==> config.mk <==
export PLATFORM = sky130hd
export DESIGN_NAME = mem_port_arbiter
export DESIGN_NICKNAME = d
export VERILOG_FILES = /design/src/rtl/mem_port_arbiter.sv
export SDC_FILE = /design/constraint.sdc
export NUM_CORES = 1
export LEC_CHECK = 0
export CAP_MARGIN = 40
export CORE_MARGIN = 4
export CORE_UTILIZATION = 41
export CTS_CLUSTER_DIAMETER = 150
export DETAILED_ROUTE_END_ITERATION = 16
export PLACE_DENSITY = 0.83
export SYNTH_ARGS = -nofsm -noshare
export SYNTH_HDL_FRONTEND = slang
export SYNTH_SLANG_ARGS = --single-unit
==> constraint.sdc <==
create_clock -name CLK -period 4.68 [get_ports CLK]
set_input_delay 0.468 -clock CLK [delete_from_list [all_inputs] [get_ports CLK]]
set_output_delay 0.468 -clock CLK [all_outputs]
set_load 0.02 [all_outputs]
==> src/rtl/mem_port_arbiter.sv <==
// mem_port_arbiter: grants the shared multi-cycle memory port to IF or MEM, one access at a time; MEM_ARB_RR_EN enables round-robin arbitration.
module mem_port_arbiter #(
  parameter int MEM_LATENCY = 3
) (
  input  logic        CLK,
  input  logic        RESET,
  input  logic        if_req,
  input  logic [31:0] if_addr,
  output logic [31:0] if_rdata,
  output logic        if_ready,
  input  logic        mem_req,
  input  logic        mem_we,
  input  logic [31:0] mem_addr,
  input  logic [31:0] mem_wdata,
  output logic [31:0] mem_rdata,
  output logic        mem_ready,
  output logic        stall_if,
  output logic        stall_mem,
  output logic        ram_en,
  output logic        ram_we,
  output logic [31:0] ram_addr,
  output logic [31:0] ram_wdata,
  input  logic [31:0] ram_rdata
);
  typedef enum logic [1:0] {IDLE, BUSY_IF, BUSY_MEM} state_t;
`ifdef MEM_ARB_RR_EN
  localparam bit RR = 1'b1;
`else
  localparam bit RR = 1'b0;
`endif
  localparam logic [3:0] CNT_LAST = 4'(MEM_LATENCY - 1);
  state_t state;
  logic [3:0] cnt;
  logic last_grant;
  logic grant_mem;
  assign grant_mem = mem_req & (~if_req | ~RR | ~last_grant);
  assign stall_if = if_req & ~if_ready;
  assign stall_mem = mem_req & ~mem_ready;
  always_ff @(posedge CLK or posedge RESET) begin
    if (RESET) begin
      state <= IDLE;
      cnt <= '0;
      last_grant <= 1'b0;
      ram_en <= 1'b0;
      ram_we <= 1'b0;
      ram_addr <= '0;
      ram_wdata <= '0;
      if_rdata <= '0;
      mem_rdata <= '0;
      if_ready <= 1'b0;
      mem_ready <= 1'b0;
    end else begin
      if_ready <= 1'b0;
      mem_ready <= 1'b0;
      if (state == IDLE) begin
        if (if_req | mem_req) begin
          state <= grant_mem ? BUSY_MEM : BUSY_IF;
          cnt <= '0;
          ram_en <= 1'b1;
          ram_we <= grant_mem & mem_we;
          ram_addr <= grant_mem ? mem_addr : if_addr;
          if (grant_mem) ram_wdata <= mem_wdata;
        end
      end else begin
        cnt <= cnt + 4'd1;
        if (cnt == CNT_LAST) begin
          state <= IDLE;
          ram_en <= 1'b0;
          ram_we <= 1'b0;
          last_grant <= state == BUSY_MEM;
          if (state == BUSY_IF) begin
            if_rdata <= ram_rdata;
            if_ready <= 1'b1;
          end else begin
            mem_ready <= 1'b1;
            if (!ram_we) mem_rdata <= ram_rdata;
          end
        end
      end
    end
  end
endmodule

==> results.md <==
* Largest net degree at the start of global routing at 63
* Worst Tran Pin Value at ~0.53 ns
* Crit-path most repeated cell: clkdlybuf4s50_1
* Die X at 125 µm
* N_diodes at 0
* Status: finished, final reports clean
* First DRT Iteration DRCs at around 180
* Clock root buffer: clkbuf_16
* Period utilisation layout at between 40% and 50%
* Critical path type: in2out
* Post-synthesis cell count at 392
* Unique masters post-synth at 30
* Ys async rst share at 100%
* Syn avg cell area at roughly 14 µm²
* CTS sink count at 138
* Initial antenna violation count at 0
* Port buffer count at ~270
* Critical path's top delay family: buffers and inverters
* CP Capture Type: output port
* Rows at 42
* Post-layout net count at 795
* Unrepaired setup endpoints after global routing: no
* First-pass GRT wire length at about 25 mm
* Final hold viol count at 0
* Die area at 15,600 µm²
* Critical path required time at approximately 4.2 ns
* Peak VDD IR at 397 µV
* Post-Syn Nets at 527
* Mapped cell area at roughly 5600 µm²
* Number of flops mapped to enable cells by yosys at 0
* Ys Warns at 0
* Routability Congestion at ~0.79
* Hold Path Class: in2async
* Detailed placer's ending HPWL at about 12 mm
* Die Span Y at around 120 µm
* CTS HTree Levels at 4
* Predominant post-synthesis flop cell: dfrtp_1
* Largest area contributor in the netlist: dfrtp_1
* Post-CTS resize count at 0
* Area share of the largest cell type after synthesis at around 62%
* Clock skew at between 0.007 and 0.008 ns
* Core area at 13,300 µm²
* Insertion delay to the later sink of the worst-skew pair at about 0.41 ns
* Leakage power at 0.00383 µW
* Initial Util at 42.1%
* Layout fillers at approximately 950
* Max Cap Viol at 0
* Pwr per Cell Area at between 700 and 800 nW/µm²
* Fmax at around 0.43 GHz
* Post-layout util at slightly below 70%
* Crit path largest cell delay at 0.63 ns
* Worst-path fanout max at 4
* Io pins at around 270
* Crit path cell chain: clkdlybuf4s50_1 > inv_1 > nor2_1 > clkdlybuf4s50_1
* Via count at 4,278
* Synth top cells by count: dfrtp_1 (138), mux2_2 (96), o21ai_0 (69)
* Grt total ovfl at 0
* Area Growth Syn to Fin at 62.8%
* #FFs+latches synth at roughly 140
* Pins over their slew limit at 0
* Setup_tns at 0 ns
* # DRC at 0
* DR WL/cell at roughly 18 µm
* Num CTS Buffers at 17
* Max Buffers Root-to-Sink at 2
* Detail Route Antenna Nets at 0
* Top cells by area, synth: dfrtp_1 (62%), mux2_2 (19%), o21ai_0 (6.2%), mux2i_1 (5.7%), buf_6 (1.0%)
* Via density at roughly 5.0
* CTS tree: yes
* Startpoint types: input pin
* Postcts setup bufs at 0
* Worst slew margin at around two thirds
* Crit path time final at around 2.3 ns
* CTS clk-pin slew, worst paths at roughly 0.050 ns
* Worst Path Arrival at roughly 1.9 ns
* Final setup fails at 0
* Fraction of layout cells with a size suffix above 1 at a little over a fifth
* CP bufs+invs at 3
* Crit path max-delay cell type: clkdlybuf4s50_1
* Hold buffers post-CTS at 0
* Vias in the first global route at 4,763
* Sequential cell area fraction in the yosys report at around 62%
* Routed Wire Length at 15.4 mm
* Most frequent cell after synthesis: dfrtp_1
* GRT Overall Usage at 19.9%
* Detailed Routing Iterations Pass 1 at 6
[final cells by class]
| type | instances | area, µm² | share of cell area [%] |
|---|---|---|---|
| timing repair buffer | 275 | 2830 | 31.0 |
| clock inverter | 12 | 171 | 1.88 |
| inverter | 4 | 20.0 | 0.220 |
| multi-input combinational | 224 | 1960 | 21.5 |
| sequential | 138 | 3450 | 37.9 |
| tap | 176 | 220 | 2.42 |
| clock buffer | 20 | 457 | 5.01 |
[kinds of logic (layout without fill, tap and decap cells)]
group	count (synthesis)	after routing	share of synthesized area (%)
compound gates	78	78	7.34
fa+ha+maj	2	2	0.447
buf+inv	30	311	3.31
flops	138	138	61.7
mux	128	128	25.1
simple gates	16	16	2.13
[routing by layer]
metal	vias to the layer above	wire length (µm)	GRT usage, %	part of all wire, %
met5	-	0	0	0
met4	0	280	7.08	1.8
met3	26	1200	6.86	7.8
met2	194	8220	36.6	53
met1	2120	5750	20.9	37
li1	1938	-	-	-
[where the power goes]
| part | internal, µW | total (µW) | switching [µW] |
|---|---|---|---|
| clock | 917 | 1400 | 488 |
| sequential | 1800 | 2130 | 337 |
| combinational | 1620 | 3090 | 1480 |
| total | 4330 | 6630 | 2300 |
[worst paths after layout]
path                            slack (ns)  cells after the start      endpoint         start
max in group asynchronous             3.12                      4      state[0]         RESET
worst max-delay path                  2.36                      4      stall_if        if_req
worst max register to register        2.66                      6  if_rdata[26]        cnt[0]
worst min register to register        0.50                      2  ram_addr[10]  ram_addr[10]
worst min-delay path                  0.47                      2  if_rdata[15]         RESET
min in group CLK                      0.50                      2  ram_addr[10]  ram_addr[10]
[metrics by stage]
stage / std cells / setup slack [ns] / power, µW / cell area [µm²] / hold WS (ns)
floorplan: 392 / 0.516 / 3680 / 5590 / 0.487
global placement: 810 / 2.11 / 5090 / 8330 / 0.487
detailed placement: 817 / 2.37 / 5270 / 8480 / 0.495
CTS: 849 / 2.36 / 6700 / 9110 / 0.474
global route: 849 / 2.33 / 6980 / 9110 / 0.510
finish: 849 / 2.36 / 6630 / 9110 / 0.468
[cells in the final DEF, fill, tap and decap left out, types with 3 or more instances in the layout]
cell,count
mux2_2,96
dfrtp_1,138
clkinv_2,4
clkdlybuf4s50_1,265
clkbuf_16,17
inv_1,3
clkinvlp_4,3
buf_16,3
mux2i_1,32
bufinv_16,4
o21ai_0,68
[sequential cells by signal, summed over array words and instances, names as in the netlist]
register and count:
if_rdata 32, mem_rdata 32, ram_addr 32, ram_wdata 32
cnt 4, state 2, if_ready 1, mem_ready 1
ram_en 1, ram_we 1
[worst reg2reg max path, cell delays in order (launching register included)]
cell and delay (ns):
dfrtp_1 0.43, inv_1 0.09, ha_1 0.17, nor3b_4 0.26
nand3b_2 0.36, buf_16 0.31, mux2_2 0.30
Note: power is estimated with default switching activity, not from simulation.
